## src/rtl/cruise_pkg.sv

```systemverilog
// Shared types, default constants and saturating helpers for the cruise set-point controller.
package cruise_pkg;

  localparam int unsigned SPEED_W = 8;

  typedef logic [SPEED_W-1:0] speed_t;

  typedef enum logic [1:0] {
    ST_OFF    = 2'd0,
    ST_ARMED  = 2'd1,
    ST_ACTIVE = 2'd2
  } cruise_state_t;

  localparam speed_t DEF_MIN_SET = 8'd30;
  localparam speed_t DEF_MAX_SET = 8'd200;
  localparam speed_t DEF_STEP    = 8'd5;

  // Bit positions of the driver buttons inside the edge-detector vector.
  localparam int unsigned BTN_SET    = 0;
  localparam int unsigned BTN_RESUME = 1;
  localparam int unsigned BTN_CANCEL = 2;
  localparam int unsigned BTN_INC    = 3;
  localparam int unsigned BTN_DEC    = 4;
  localparam int unsigned BTN_N      = 5;

  function automatic speed_t sat_inc(input speed_t cur, input speed_t step,
                                     input speed_t max_v);
    logic [SPEED_W:0] sum;
    sum = {1'b0, cur} + {1'b0, step};
    return (sum > {1'b0, max_v}) ? max_v : sum[SPEED_W-1:0];
  endfunction

  function automatic speed_t sat_dec(input speed_t cur, input speed_t step,
                                     input speed_t min_v);
    logic [SPEED_W:0] floor_v;
    floor_v = {1'b0, min_v} + {1'b0, step};
    return ({1'b0, cur} < floor_v) ? min_v : cur - step;
  endfunction

  function automatic speed_t clamp(input speed_t v, input speed_t lo, input speed_t hi);
    if (v < lo) return lo;
    if (v > hi) return hi;
    return v;
  endfunction

endpackage

```

## src/rtl/btn_edge.sv

```systemverilog
// Per-bit rising-edge detector: a bit fires when sampled high after being sampled low.
module btn_edge #(
  parameter int unsigned W = 1
) (
  input  logic         clk,
  input  logic         rst,
  input  logic [W-1:0] btn,
  output logic [W-1:0] rise
);

  logic [W-1:0] prev;

  always_ff @(posedge clk or posedge rst) begin
    if (rst) begin
      prev <= '0;
    end else begin
      prev <= btn;
    end
  end

  assign rise = btn & ~prev;

endmodule

```

## src/rtl/cruise_setpoint_ctrl.sv

```systemverilog
// Cruise set-point sequencer: OFF/ARMED/ACTIVE FSM, saturating set-speed, ramped speed_limit.
// Optional CRUISE_ROAD_CLAMP_EN limits the ramp target to road_limit.
module cruise_setpoint_ctrl
  import cruise_pkg::*;
#(
  parameter speed_t      MIN_SET  = DEF_MIN_SET,
  parameter speed_t      MAX_SET  = DEF_MAX_SET,
  parameter speed_t      STEP     = DEF_STEP,
  parameter int unsigned RAMP_DIV = 16
) (
  input  logic               clk,
  input  logic               rst,
  input  logic               set_btn,
  input  logic               resume_btn,
  input  logic               cancel_btn,
  input  logic               inc_btn,
  input  logic               dec_btn,
  input  logic               brake,
  input  logic [SPEED_W-1:0] car_speed,
  input  logic [SPEED_W-1:0] road_limit,
  output logic [SPEED_W-1:0] speed_limit,
  output logic [SPEED_W-1:0] set_speed,
  output logic               cruise_active,
  output logic               cruise_armed
);

  localparam int unsigned CNT_W = (RAMP_DIV > 1) ? $clog2(RAMP_DIV) : 1;
  localparam logic [CNT_W-1:0] RAMP_LAST = CNT_W'(RAMP_DIV - 1);

  cruise_state_t    state;
  logic [CNT_W-1:0] ramp_cnt;
  logic [BTN_N-1:0] btn_vec;
  logic [BTN_N-1:0] rise;

  logic   ev_set, ev_resume, ev_cancel, ev_inc, ev_dec;
  logic   in_range, set_ok, stop;
  speed_t ramp_target;

  assign btn_vec[BTN_SET]    = set_btn;
  assign btn_vec[BTN_RESUME] = resume_btn;
  assign btn_vec[BTN_CANCEL] = cancel_btn;
  assign btn_vec[BTN_INC]    = inc_btn;
  assign btn_vec[BTN_DEC]    = dec_btn;

  btn_edge #(
    .W(BTN_N)
  ) u_btn_edge (
    .clk  (clk),
    .rst  (rst),
    .btn  (btn_vec),
    .rise (rise)
  );

  assign ev_set    = rise[BTN_SET];
  assign ev_resume = rise[BTN_RESUME];
  assign ev_cancel = rise[BTN_CANCEL];
  assign ev_inc    = rise[BTN_INC];
  assign ev_dec    = rise[BTN_DEC];

  assign in_range = (car_speed >= MIN_SET) && (car_speed <= MAX_SET);
  assign set_ok   = ev_set && in_range;
  assign stop     = brake || ev_cancel;

`ifdef CRUISE_ROAD_CLAMP_EN
  always_comb begin
    ramp_target = set_speed;
    if (road_limit < set_speed) ramp_target = road_limit;
  end
`else
  logic unused_road_limit;
  assign unused_road_limit = ^road_limit;

  always_comb begin
    ramp_target = set_speed;
  end
`endif

  always_ff @(posedge clk or posedge rst) begin
    if (rst) begin
      state         <= ST_OFF;
      set_speed     <= '0;
      speed_limit   <= '0;
      ramp_cnt      <= '0;
      cruise_active <= 1'b0;
      cruise_armed  <= 1'b0;
    end else begin
      unique case (state)
        ST_OFF: begin
          // brake/cancel outrank set even here, so they swallow a coincident set
          if (!stop && set_ok) begin
            state         <= ST_ACTIVE;
            set_speed     <= car_speed;
            speed_limit   <= car_speed;
            ramp_cnt      <= '0;
            cruise_active <= 1'b1;
            cruise_armed  <= 1'b0;
          end
        end

        ST_ARMED: begin
          if (ev_cancel) begin
            state         <= ST_OFF;
            set_speed     <= '0;
            speed_limit   <= '0;
            ramp_cnt      <= '0;
            cruise_active <= 1'b0;
            cruise_armed  <= 1'b0;
          end else if (brake) begin
            state <= ST_ARMED;
          end else if (set_ok) begin
            state         <= ST_ACTIVE;
            set_speed     <= car_speed;
            speed_limit   <= car_speed;
            ramp_cnt      <= '0;
            cruise_active <= 1'b1;
            cruise_armed  <= 1'b0;
          end else if (ev_resume) begin
            state         <= ST_ACTIVE;
            speed_limit   <= clamp(car_speed, MIN_SET, MAX_SET);
            ramp_cnt      <= '0;
            cruise_active <= 1'b1;
            cruise_armed  <= 1'b0;
          end
        end

        ST_ACTIVE: begin
          if (stop) begin
            state         <= ST_ARMED;
            speed_limit   <= '0;
            ramp_cnt      <= '0;
            cruise_active <= 1'b0;
            cruise_armed  <= 1'b1;
          end else if (set_ok) begin
            set_speed   <= car_speed;
            speed_limit <= car_speed;
            ramp_cnt    <= '0;
          end else begin
            // resume outranks inc/dec, so it blocks them while already active
            if (!ev_resume) begin
              if (ev_inc && !ev_dec) begin
                set_speed <= sat_inc(set_speed, STEP, MAX_SET);
              end else if (ev_dec && !ev_inc) begin
                set_speed <= sat_dec(set_speed, STEP, MIN_SET);
              end
            end
            // the ramp keeps running through target changes; new target is seen at terminal count
            if (ramp_cnt == RAMP_LAST) begin
              ramp_cnt <= '0;
              if (speed_limit < ramp_target) begin
                speed_limit <= speed_limit + 1'b1;
              end else if (speed_limit > ramp_target) begin
                speed_limit <= speed_limit - 1'b1;
              end
            end else begin
              ramp_cnt <= ramp_cnt + 1'b1;
            end
          end
        end

        default: begin
          state         <= ST_OFF;
          set_speed     <= '0;
          speed_limit   <= '0;
          ramp_cnt      <= '0;
          cruise_active <= 1'b0;
          cruise_armed  <= 1'b0;
        end
      endcase
    end
  end

endmodule

```

## config.mk

```make
export PLATFORM = sky130hd
export DESIGN_NAME = cruise_setpoint_ctrl
export DESIGN_NICKNAME = d
export VERILOG_FILES = /design/src/rtl/cruise_pkg.sv /design/src/rtl/btn_edge.sv /design/src/rtl/cruise_setpoint_ctrl.sv
export SDC_FILE = /design/constraint.sdc
export NUM_CORES = 1
export LEC_CHECK = 0
export CORE_MARGIN = 10
export CORE_UTILIZATION = 55
export DETAILED_ROUTE_END_ITERATION = 12
export PLACE_DENSITY = 0.91
export SYNTH_ARGS = -nofsm -noshare
export SYNTH_HDL_FRONTEND = slang
export SYNTH_HIERARCHICAL = 1
export SYNTH_SLANG_ARGS = --single-unit
```

## constraint.sdc

```tcl
create_clock -name clk -period 4.3 [get_ports clk]
set_input_delay 0.43 -clock clk [delete_from_list [all_inputs] [get_ports clk]]
set_output_delay 0.43 -clock clk [all_outputs]
set_load 0.005 [all_outputs]
```

==> results.md, run 1 <==
- The flow ran to the end, and the final reports show no timing, DRC or antenna violations.
- The clock share of power is 9.1%.
- 0 antenna diodes ended up in the layout.
- The tool flagged a number of max-cap violations equal to 0.
- Counting flops with an async set or reset pin after synthesis yields a share of 100%.
- The largest buffer count on any clock path is 2.
- The top cell type by area accounts for 27.5% of the synthesized area.
- In this run the vertical extent of the chip is 89.3 um.
- The global-route usage over all layers is 18.8%.
- After layout, the minimum clock period comes to 3710 ps.
- The gate count after technology mapping is 307.
- Data on the critical path is required at its endpoint by 4510 ps.
- The residual antenna-violating net count after detailed routing is 0.
- The die covers 7980 um^2.
- The family with the most delay on the worst path is compound AO/OA/AOI/OAI gates.
- The site row count is 25.
- Setup repair after global routing left no endpoint under its margin.
- The number of antenna violations at the first check in global routing is 0.
- The post-CTS resize count is 0.
- Of the cells placed in the final design, the portion with a size suffix greater than 1 is 9.94%.
- Summed over all cells, the static leakage comes to 0.00126 uW.
- The final layout contains 375 nets.
- The maximum achievable frequency is 0.270 GHz.
- Across the VDD grid, the largest voltage drop is 0.514 mV.
- The via density per instance is 6.82.
- The pin count of the biggest net entering global routing is 25.
- In this design, the stage delay of the slowest critical-path cell is 540 ps.
- The count of fill cells added during filler insertion is 370.
- The worst register-to-register path begins at set_speed[3].
- The switching power is 1140 uW.
- The DRC violation count after routing is 0.
- At the worst endpoint, the arrival time is 3920 ps.
- The first global-routing pass estimated 11900 um of wire.
- The final count of hold timing violations was 0.
- Port buffering added 33 buffers.
- The number of setup buffers added after CTS is 0.
- The netlist area before placement is 2640 um^2.
- During synthesis, Yosys emitted a total of 6 warnings.
- The beginning of the critical path is set_speed[3].
- The clock insertion delay at the later pin of the skew report is 280 ps.
- The mean area per synthesized cell is 8.61 um^2.
- CTS placed an instance of sky130_fd_sc_hd__clkbuf_8 at the clock tree root.
- The violation count after the first detailed-route iteration is 275.
- The clock arrives with 4.95 ps of skew.
- The worst setup path is captured at a register.
- Net switching is 48.4% of the power.
- The TritonCTS clock tree is yes.
- The worst setup path is launched from a register.
- Setup violations remaining at the end of the flow were counted as 0.
- For this configuration, the core starts out at a cell density of 56.3%.
- The overall overflow remaining after global route is 0.
- The number of nets handed over by synthesis was 351.
- The setup TNS is 0 ps.
- Sorting the synthesized cells by area gives the leading types as sky130_fd_sc_hd__dfrtp_1 27%, sky130_fd_sc_hd__ha_1 9.0%, sky130_fd_sc_hd__a21oi_1 3.8%.
- The number of placed instances with taps included is 378.
- The hold-fix buffer count after cts is 0.
- After layout, the worst path uses 86.3% of the clock period.
- For this design the ratio of total power to cell area is 775 nW/um^2.
- For this run, the leading register cell type out of synthesis is sky130_fd_sc_hd__dfrtp_1.
- Relative to the synthesized area, the layout overhead comes to 15.2%.
- The horizontal extent of the die is 89.3 um.
- The maximum fanout along the worst path is 11.
- The total detailed-routing wirelength is 7290 um.
- The proportion of power drawn by combinational gates is 67.4%.
- The clock net in this run drives a total of 29 sinks.
- Pin placement for this block handled 42 I/O pins.
- Counting both buffers and inverters, the worst setup path holds a total of 1.
- The slowest stage of the critical path is the sky130_fd_sc_hd__dfrtp_1 cell.
- The max-slew violation total from the final report is 0.
- The detailed-routing iteration count for the pre-antenna-repair pass is 5.
- After clock tree synthesis, the clock-pin slew on the worst setup and hold paths is 60 ps.
- The core occupancy in the finished layout is 64.9%.
- The class of the tightest hold or removal check is in -> async.
- The detailed router placed 2633 vias in this run.
- The leading area contributor after synthesis is sky130_fd_sc_hd__dfrtp_1.
- The design internal power is 1220 uW.
- For the pin with the worst max-slew slack, the measured transition is 1000 ps.
- The critical path is of the reg -> reg type.
- Per report_power, the sequential group accounts for 23.5% of the total.
- The number of CTS-inserted buffers is 5.
- In this run, synthesis produced a sequential element count of 29.
- The core box area is 4690 um^2.
- The worst pin sits at a relative slew slack of 33.3%.
- Dividing the detail-routed wire length by the instance count gives 18.9 um.
- The count of H-tree levels built during CTS is 2.
- The fraction of the yosys area taken by sequential cells is 27.5%.
- Once layout is complete, the cells apart from fillers number 386.
- The via count of the first global-routing pass is 2495.
- The critical path goes through clkinv_1 -> ha_1 -> o211ai_1 -> a21oi_1 -> nand2b_1 -> ha_1 -> a21oi_1 -> o211ai_1 -> o41ai_1 -> nor3_1 -> or4_1 -> nand4_1.
- After synthesis, the netlist uses 65 different library cells.
- The post-detailed-placement half-perimeter wirelength is 5490 um.
- In this run, synthesis inferred 0 flip-flops with an integrated enable.
- The weighted congestion reported at the end of routability-driven placement is 0.969.
[through the flow]
step	hold WS [ps]	worst slack, ps	area [um^2]	power, uW
2_1_floorplan	209	1030	2640	1640
3_3_place_gp	481	692	2960	2040
3_5_place_dp	482	630	2960	2110
4_1_cts	367	619	3050	2340
5_1_grt	396	230	3050	2560
6_report	371	590	3050	2360
[routing by layer]
layer	share of wire, %	track usage [%]
met1	41	22.9
met2	49	30.8
met3	7.0	3.92
met4	3.4	8.82
met5	0	0
[synth_stat cells, types with 2 or more instances]
cell                         n
sky130_fd_sc_hd__dfrtp_1    29
sky130_fd_sc_hd__nand2_1    26
sky130_fd_sc_hd__a21oi_1    20
sky130_fd_sc_hd__ha_1       19
sky130_fd_sc_hd__nor2_1     18
sky130_fd_sc_hd__o21ai_0    14
sky130_fd_sc_hd__inv_1      13
sky130_fd_sc_hd__clkbuf_1   10
sky130_fd_sc_hd__nor3_1     10
sky130_fd_sc_hd__nand3_1     9
sky130_fd_sc_hd__nand4_1     8
sky130_fd_sc_hd__a31oi_1     7
sky130_fd_sc_hd__mux2_2      7
sky130_fd_sc_hd__a221o_1     5
sky130_fd_sc_hd__buf_2       5
sky130_fd_sc_hd__nand2b_1    5
sky130_fd_sc_hd__nor2b_4     5
sky130_fd_sc_hd__o41ai_1     5
sky130_fd_sc_hd__xnor2_1     5
sky130_fd_sc_hd__a211oi_1    4
sky130_fd_sc_hd__a21o_1      4
sky130_fd_sc_hd__a22o_1      4
sky130_fd_sc_hd__and3_1      4
sky130_fd_sc_hd__nor2b_1     4
sky130_fd_sc_hd__xor2_1      4
sky130_fd_sc_hd__a22oi_1     3
sky130_fd_sc_hd__a311oi_1    3
sky130_fd_sc_hd__o211ai_1    3
sky130_fd_sc_hd__o21a_1      3
sky130_fd_sc_hd__o31a_1      3
sky130_fd_sc_hd__a2111oi_0   2
sky130_fd_sc_hd__a21boi_0    2
sky130_fd_sc_hd__a221oi_1    2
sky130_fd_sc_hd__a31o_2      2
sky130_fd_sc_hd__buf_6       2
sky130_fd_sc_hd__clkinv_1    2
sky130_fd_sc_hd__mux2i_1     2
sky130_fd_sc_hd__o2111ai_1   2
sky130_fd_sc_hd__o21ai_1     2
sky130_fd_sc_hd__o21bai_1    2
sky130_fd_sc_hd__o22ai_1     2
sky130_fd_sc_hd__or2_0       2
sky130_fd_sc_hd__or2_2       2
[area by class of cell]
type                    instances  area (um^2)  share of cell area, %
multi-input cells             246         1780                   58.3
well taps                      54         67.6                   2.22
repair buffers                 34          338                   11.1
clock buffers                   6         72.6                   2.38
flip-flops and latches         29          726                   23.8
inverters                      15         56.3                   1.85
clock inverters                 2         10.0                  0.329
[worst reg2reg max path: stages (launching register included)]
cell	delay (ps)
sky130_fd_sc_hd__dfrtp_1	540
sky130_fd_sc_hd__clkinv_1	310
sky130_fd_sc_hd__ha_1	390
sky130_fd_sc_hd__o211ai_1	130
sky130_fd_sc_hd__a21oi_1	260
sky130_fd_sc_hd__nand2b_1	340
sky130_fd_sc_hd__ha_1	290
sky130_fd_sc_hd__a21oi_1	190
sky130_fd_sc_hd__o211ai_1	150
sky130_fd_sc_hd__o41ai_1	360
sky130_fd_sc_hd__nor3_1	110
sky130_fd_sc_hd__or4_1	480
sky130_fd_sc_hd__nand4_1	80
[cells in the final DEF (no fill, tap or decap), drive strengths merged, types with 5 or more instances in the layout]
cell type      instances
nand4                  8
o21ai                 17
dfrtp                 29
o41ai                  6
xnor2                  5
clkbuf                 6
a21oi                 21
a221o                  5
nor3                  11
inv                   13
nor2b                  9
nand2                 27
ha                    19
a31oi                  8
nor2                  18
nand3                  9
clkdlybuf4s50         33
mux2                   7
nand2b                 5
[worst paths after layout]
| path | cells past startpoint | to | slack, ps |
|---|---|---|---|
| min in group clk | 1 | ramp_cnt[3] | 510 |
| max reg2reg | 12 | speed_limit[7] | 590 |
| max | 12 | speed_limit[7] | 590 |
| max in group asynchronous | 2 | speed_limit[7] | 2980 |
| min reg2reg | 1 | ramp_cnt[3] | 510 |
| min | 2 | u_btn_edge/prev[0] | 370 |
[kinds of logic (layout without fill, tap and decap cells)]
group,Yosys count,after routing,share of synthesized area [%]
compound gates,106,106,29.6
simple gates,102,102,21.1
buf+inv,32,57,5.35
flops,29,29,27.5
fa+ha+maj,20,20,9.75
xor+xnor,9,9,2.98
mux,9,9,3.74
[sequential cells by signal (all words and copies together) (netlist names)]
register         flops
state                2
cruise_armed         1
set_speed            8
ramp_cnt             4
speed_limit          8
u_btn_edge/prev      5
cruise_active        1
[power groups by stage]
stage	Combinational (uW)	Sequential, uW	Clock, uW
floorplan	1170	466	0
global placement	1500	546	0
detailed placement	1560	552	0
CTS	1570	549	222
global route	1750	570	232
finish	1590	554	215
(Power assumes the default switching activity.)
==> run 2, diff against run 1 <==
--- a/config.mk
+++ b/config.mk
@@ -5,7 +5,7 @@
 export SDC_FILE = /design/constraint.sdc
 export NUM_CORES = 1
 export LEC_CHECK = 0
-export CORE_MARGIN = 10
+export CORE_MARGIN = 8
 export CORE_UTILIZATION = 55
 export DETAILED_ROUTE_END_ITERATION = 12
 export PLACE_DENSITY = 0.91
==> run 2 against run 1 <==
Clock-buffer cell count shrank 1. Power grew 0.22%. Register-to-register slack got worse by 160 ps. Highest routed layer unchanged. Via count shrank 0.30%. Largest cell class unchanged.
==> results.md, run 2 (synthesis results as in run 1) <==
- The critical path startpoint category is a register (unchanged).
- The largest buffer count on any clock path is 2 (unchanged).
- The count of H-tree levels built during CTS is 2 (unchanged).
- The total detailed-routing wirelength is 7280 um (was 7290 um).
- The DRC violation count after routing is 0 (unchanged).
- The global routing usage on met3 was 4.92% (was 3.92%).
- The time the final worst path needs with I/O delays and setup is 3870 ps (was 3710 ps).
- The maximum achievable frequency is 0.258 GHz (was 0.270 GHz).
- The power density normalized to cell area is 776 nW/um^2 (was 775 nW/um^2).
- The clock-pin slew reported for the worst setup and hold paths after clock tree synthesis is 70 ps (was 60 ps).
- The depth of the most critical reg-to-reg path was 12 (unchanged).
- The number of diodes came to 0 (unchanged).
- The setup TNS is 0 ps (unchanged).
- The overall overflow remaining after global route is 0 (unchanged).
- The kind of capture point of the worst setup path is a register (unchanged).
- The destination of the worst register-to-register timing path is speed_limit[7] (unchanged).
- The post-detailed-placement half-perimeter wirelength is 5480 um (was 5490 um).
- The startpoint of the worst-slack reg-to-reg timing path is set_speed[3] (unchanged).
- The effective utilization at floorplan came to 56.3% (unchanged).
- The first-pass GRT wire length is 12400 um (was 11900 um).
- The post-route clock period utilization came to 90.0% (was 86.3%).
- The horizontal extent of the die came to 85.3 um (was 89.3 um).
- Biggest regs: set_speed (8), speed_limit (8), u_btn_edge/prev (5) (unchanged).
- Setup repair after global routing missed its margin: false (unchanged).
- The maximum fanout along the worst path is 11 (unchanged).
- The worst setup slack for register-to-register paths is 430 ps (was 590 ps).
- The number of top-level design ports came to 42 (unchanged).
- The global-route track usage on met1 came to 24.8% (was 22.9%).
- The arrival time of the worst setup path is 4090 ps (was 3920 ps).
- The total of max-cap violations came to 0 (unchanged).
- The most common library cell in the layout ignoring fill and taps is sky130_fd_sc_hd__clkdlybuf4s50_1 (unchanged).
- The residual antenna-violating net count after detailed routing was 0 (unchanged).
- The required time reported for the critical path endpoint came to 4520 ps (was 4510 ps).
- The number of nets in the finished design was 375 (unchanged).
- The capture point of the worst path is speed_limit[7] (unchanged).
- The area added between synthesis and finish came to 15.4% (was 15.2%).
- The category of the critical setup timing path was reg -> reg (unchanged).
- The post-CTS resize count is 0 (unchanged).
- The pin count of the biggest net entering global routing came to 25 (unchanged).
- The largest clock skew in the final design came to 7.25 ps (was 4.95 ps).
- The via density per instance is 6.80 (was 6.82).
- Commonest cells after routing, fill and taps aside: 33 x sky130_fd_sc_hd__clkdlybuf4s50_1, 29 x sky130_fd_sc_hd__dfrtp_1, 26 x sky130_fd_sc_hd__nand2_1 (unchanged).
- The worst-case headroom to the max-slew limit was 30.0% (was 33.3%).
- The total setup buffers inserted after CTS is 0 (unchanged).
- The weighted congestion reported at the end of routability-driven placement is 0.916 (was 0.969).
- The CTS sink count is 29 (unchanged).
- The site row count is 25 (unchanged).
- The per-cell routed wire length is 18.9 um (about the same).
- The cell at the root of the clock tree is sky130_fd_sc_hd__clkbuf_8 (unchanged).
- The via count came to 2625 (was 2633).
- The number of antenna violations at the first check in global routing is 0 (unchanged).
- The core box area is 4690 um^2 (unchanged).
- The worst-case vdd ir drop came to 0.647 mV (was 0.514 mV).
- The number of CTS-inserted buffers is 5 (unchanged).
- The fraction of final layout cells sized beyond drive strength 1 is 10.2% (was 9.94%).
- The final count of hold timing violations is 0 (unchanged).
- The TritonCTS clock tree is yes (unchanged).
- The number of buffer cells added on primary ports is 33 (unchanged).
- The class of the tightest hold or removal check is in -> async (unchanged).
- The clock insertion delay at the later pin of the skew report is 300 ps (was 280 ps).
- The die footprint is 7280 um^2 (was 7980 um^2).
- The hold-fix buffer count after cts came to 0 (unchanged).
- The violation count after the first detailed-route iteration is 260 (was 275).
- The detailed-routing iteration count for the pre-antenna-repair pass is 5 (unchanged).
- The leakage dissipation is 0.00126 uW (about the same).
- The global-route met2 utilization came to 35.3% (was 30.8%).
- The most congested layer reported by global routing is met2 (unchanged).
- The worst-margin pin slew is 1050 ps (was 1000 ps).
- Status: completed (unchanged).
- The number of endpoints failing setup at the final stage is 0 (unchanged).
- The worst hold-check slack was 358 ps (was 371 ps).
- The via count of the first global-routing pass is 2564 (was 2495).
- The beginning of the critical path was set_speed[3] (unchanged).
- The global-route usage over all layers is 21.1% (was 18.8%).
- The max-slew violation total from the final report was 0 (unchanged).
- The vertical extent of the die is 85.3 um (was 89.3 um).
run 2: worst min-delay path by stage:
stage / startpoint / endpoint / depth (start not counted)
after floorplan: rst / u_btn_edge/prev[0] / 1
final: rst / u_btn_edge/prev[3] / 2
after CTS: rst / u_btn_edge/prev[4] / 2
after global routing: rst / u_btn_edge/prev[4] / 2
after global placement: ramp_cnt[3] / ramp_cnt[3] / 1
after detailed placement: ramp_cnt[3] / ramp_cnt[3] / 1
run 2: area by class of cell:
type                            instances  area [um^2]
Fill cell                             404         1640
Inverter                               15         56.3
Timing Repair Buffer                   34          338
Multi-Input combinational cell        246         1780
Clock inverter                          3         17.5
Tap cell                               54         67.6
Sequential cell                        29          726
Clock buffer                            5         68.8
run 2: report_power, final:
group	switching, uW	internal (uW)	leakage, uW
combinational	848	735	0.000850
clock	118	111	0.0000439
sequential	182	371	0.000364
run 2: through the flow:
step	utilization [%]	cell area (um^2)	total power [uW]	setup WS, ps	instances
6_report	65.0	3050	2370	429	386
5_1_grt	65.0	3050	2570	136	386
4_1_cts	65.0	3050	2350	515	386
3_5_place_dp	63.1	2960	2110	521	378
3_3_place_gp	63.1	2960	2040	696	378
2_1_floorplan	-	2640	1640	1030	307
run 2: per-layer routing:
metal / share of wire, % / vias to the layer above / routed length, um
li1: - / 1220 / -
met2: 49 / 146 / 3550
met5: 0 / - / 0
met4: 2.2 / 0 / 162
met1: 42 / 1240 / 3040
met3: 7.3 / 19 / 533
run 2: worst max-delay path, cell delays in order (launching register included):
cell                       delay [ps]
sky130_fd_sc_hd__dfrtp_1          560
sky130_fd_sc_hd__clkinv_1         320
sky130_fd_sc_hd__ha_1             390
sky130_fd_sc_hd__o211ai_1         110
sky130_fd_sc_hd__a21oi_1          250
sky130_fd_sc_hd__nand2b_1         360
sky130_fd_sc_hd__ha_1             300
sky130_fd_sc_hd__a21oi_1          220
sky130_fd_sc_hd__o211ai_1         180
sky130_fd_sc_hd__o41ai_1          400
sky130_fd_sc_hd__nor3_1           110
sky130_fd_sc_hd__or4_1            500
sky130_fd_sc_hd__nand4_1           90
==> run 3, diff against run 2 <==
==> constraint.sdc (replaced) <==
create_clock -name clk -period 4.3 [get_ports clk]
set_input_delay 0.86 -clock clk [delete_from_list [all_inputs] [get_ports clk]]
set_output_delay 0.86 -clock clk [all_outputs]
set_load 0.005 [all_outputs]
==> run 3 against run 2 <==
Clock-buffer cell count unchanged. Wire length is 1.2% lower. Sequential share of layout area did not move. Global-route usage is 0.75 points lower. Power grew 0.96%. First-iteration DRC count shrank 14%. Flip-flop and latch count is the same. Combinational power hardly changed. Critical path depth stayed put. Clock skew is 3.2 ps higher. Via count shrank 1.6%. Sequential power barely moved.
==> results.md, run 3 (synthesis results as in run 1) <==
- The category of the critical setup timing path is reg -> reg (unchanged).
- The count of fill cells added during filler insertion came to 394 (was 404).
- The standard cell area after detailed placement is 2960 um^2 (unchanged).
- The CTS sink count came to 29 (unchanged).
- The class of the tightest hold or removal check is reg -> reg (was in -> async).
- The number of antenna violations at the first check in global routing came to 0 (unchanged).
- The relative contribution of sequential cells to total power is 23.1% (was 23.4%).
- The required time reported for the critical path endpoint is 4520 ps (about the same).
- The kind of capture point of the worst setup path was a register (unchanged).
- The total of max-cap violations is 0 (unchanged).
- The effective utilization at floorplan is 56.3% (unchanged).
- Worst path cell trace: clkinv_1 -> ha_1 -> o211ai_1 -> a21oi_1 -> nand2b_1 -> ha_1 -> a21oi_1 -> o211ai_1 -> o41ai_1 -> nor3_1 -> or4_1 -> nand4_1 (unchanged).
- The number of nets in the finished design is 375 (unchanged).
- The most common library cell in the layout ignoring fill and taps is sky130_fd_sc_hd__clkdlybuf4s50_1 (unchanged).
- The pin count of the biggest net entering global routing is 25 (unchanged).
- The hold-fix buffer count after cts is 0 (unchanged).
- The worst-case vdd ir drop came to 0.642 mV (was 0.647 mV).
- The number of top-level design ports came to 42 (unchanged).
- The DRC violation count after routing was 0 (unchanged).
- The horizontal extent of the die is 85.3 um (unchanged).
- The worst-case headroom to the max-slew limit came to 33.0% (was 30.0%).
- The capture point of the worst path is speed_limit[7] (unchanged).
- Commonest cells after routing, fill and taps aside: 33 x sky130_fd_sc_hd__clkdlybuf4s50_1, 29 x sky130_fd_sc_hd__dfrtp_1, 26 x sky130_fd_sc_hd__nand2_1 (unchanged).
- The post-detailed-placement half-perimeter wirelength is 5300 um (was 5480 um).
- The weighted congestion reported at the end of routability-driven placement was 0.922 (was 0.916).
- The post-CTS resize count is 0 (unchanged).
- The number of endpoints failing setup at the final stage was 0 (unchanged).
- The critical path startpoint category was a register (unchanged).
- The maximum achievable frequency is 0.254 GHz (was 0.258 GHz).
- The die footprint is 7280 um^2 (unchanged).
- The via count of the first global-routing pass is 2474 (was 2564).
- The clock share of power was 9.6% (was 9.7%).
- The detailed-routing iteration count for the pre-antenna-repair pass is 6 (was 5).
- The switching power came to 1170 uW (was 1150 uW).
- The design internal power is 1220 uW (about the same).
- The time the final worst path needs with I/O delays and setup is 3940 ps (was 3870 ps).
- The clock insertion delay at the later pin of the skew report was 290 ps (was 300 ps).
- The total detailed-routing wirelength came to 7190 um (was 7280 um).
- The largest buffer count on any clock path is 2 (unchanged).
- The fraction of final layout cells sized beyond drive strength 1 is 10.2% (unchanged).
- The site row count is 25 (unchanged).
- The switching share of power came to 49.0% (was 48.6%).
- The via count is 2582 (was 2625).
- The clock-pin slew reported for the worst setup and hold paths after clock tree synthesis is 70 ps (about the same).
- The residual antenna-violating net count after detailed routing was 0 (unchanged).
- The count of H-tree levels built during CTS is 2 (unchanged).
- Biggest regs: set_speed (8), speed_limit (8), u_btn_edge/prev (5) (unchanged).
- The cell area after layout came to 3050 um^2 (unchanged).
- The number of diodes was 0 (unchanged).
- The total setup buffers inserted after CTS was 0 (unchanged).
- The via density per instance was 6.69 (was 6.80).
- The startpoint of the worst-slack reg-to-reg timing path is set_speed[3] (unchanged).
- The setup TNS is 0 ps (unchanged).
- The critical-path cell with the highest stage delay is sky130_fd_sc_hd__dfrtp_1 (unchanged).
- The first-pass GRT wire length is 12000 um (was 12400 um).
- The maximum fanout along the worst path is 11 (unchanged).
- The overall overflow remaining after global route is 0 (unchanged).
- The power density normalized to cell area is 783 nW/um^2 (was 776 nW/um^2).
- Setup repair after global routing missed its margin: false (unchanged).
- The TritonCTS clock tree is yes (unchanged).
- The number of CTS-inserted buffers is 5 (unchanged).
- The worst-margin pin slew is 1000 ps (was 1050 ps).
- The core box area is 4690 um^2 (unchanged).
- The depth of the most critical reg-to-reg path came to 12 (unchanged).
- The leakage dissipation is 0.00126 uW (unchanged).
- The global-route usage over all layers is 20.3% (was 21.1%).
- The proportion of power drawn by combinational gates is 67.3% (was 66.9%).
- The arrival time of the worst setup path is 4160 ps (was 4090 ps).
- The area added between synthesis and finish is 15.4% (unchanged).
- The destination of the worst register-to-register timing path is speed_limit[7] (unchanged).
- The violation count after the first detailed-route iteration came to 223 (was 260).
- The final count of hold timing violations is 0 (unchanged).
- The area of combinational cells with multiple inputs is 1780 um^2 (unchanged).
- The vertical extent of the die was 85.3 um (unchanged).
- The largest clock skew in the final design came to 10.5 ps (was 7.25 ps).
- The peak per-stage delay on the critical path is 560 ps (about the same).
- The cell at the root of the clock tree is sky130_fd_sc_hd__clkbuf_8 (unchanged).
- The post-route clock period utilization is 91.6% (was 90.0%).
- The max-slew violation total from the final report is 0 (unchanged).
- The worst setup slack for register-to-register paths is 360 ps (was 430 ps).
- The beginning of the critical path is set_speed[3] (unchanged).
- The total area of sequential cells was 726 um^2 (unchanged).
- The number of buffer cells added on primary ports came to 33 (unchanged).
- The per-cell routed wire length is 18.6 um (was 18.9 um).
- Status: completed (unchanged).
-- run 3: cell counts in the layout (fill, tap and decap cells not counted) --
Identical to the previous run, type by type.
-- run 3: area by class of cell --
type / instances / area share (%)
inverters: 15 / 1.85
clock inverters: 3 / 0.574
well taps: 54 / 2.22
flip-flops and latches: 29 / 23.8
clock buffers: 5 / 2.26
multi-input cells: 246 / 58.2
repair buffers: 34 / 11.1
-- run 3: per-stage QoR --
stage                     power [uW]  utilization (%)  cells  worst slack (ps)  hold slack [ps]
after floorplan                 1640                -    307              1030              450
after global placement          2040             63.1    378               695              478
after detailed placement        2110             63.1    378               526              481
after CTS                       2360             65.0    386               437              493
after global routing            2570             65.0    386              79.6              552
final                           2390             65.0    386               359              492
-- run 3: power by group through the flow --
stage,sequential [uW],clock (uW),combinational [uW]
after detailed placement,550,0,1560
after global placement,545,0,1490
after CTS,546,229,1580
after floorplan,466,0,1170
final,551,230,1610
after global routing,570,241,1760
-- run 3: worst max-delay path, delay by kind of cell (launching register included) --
kind	cells	cell delay (ps)
DFF	1	560
buffers and inverters	1	330
adders and majority gates	2	720
and+or+nand+nor	4	1070
AOI/OAI and AO/OA	5	1190
-- run 3: how the worst min path moves through the flow --
stage / cells after the start / from / end
after detailed placement: 1 / ramp_cnt[3] / ramp_cnt[3]
after global placement: 1 / ramp_cnt[3] / ramp_cnt[3]
after CTS: 1 / ramp_cnt[3] / ramp_cnt[3]
final: 1 / ramp_cnt[3] / ramp_cnt[3]
after global routing: 2 / cruise_active / cruise_active
after floorplan: 1 / ramp_cnt[3] / ramp_cnt[3]
-- run 3: metal layers --
| layer | GRT usage [%] | share of wire [%] |
|---|---|---|
| met2 | 33.9 | 48 |
| met3 | 3.86 | 7.0 |
| met4 | 8.44 | 2.4 |
| met5 | 0 | 0 |
| met1 | 24.9 | 42 |
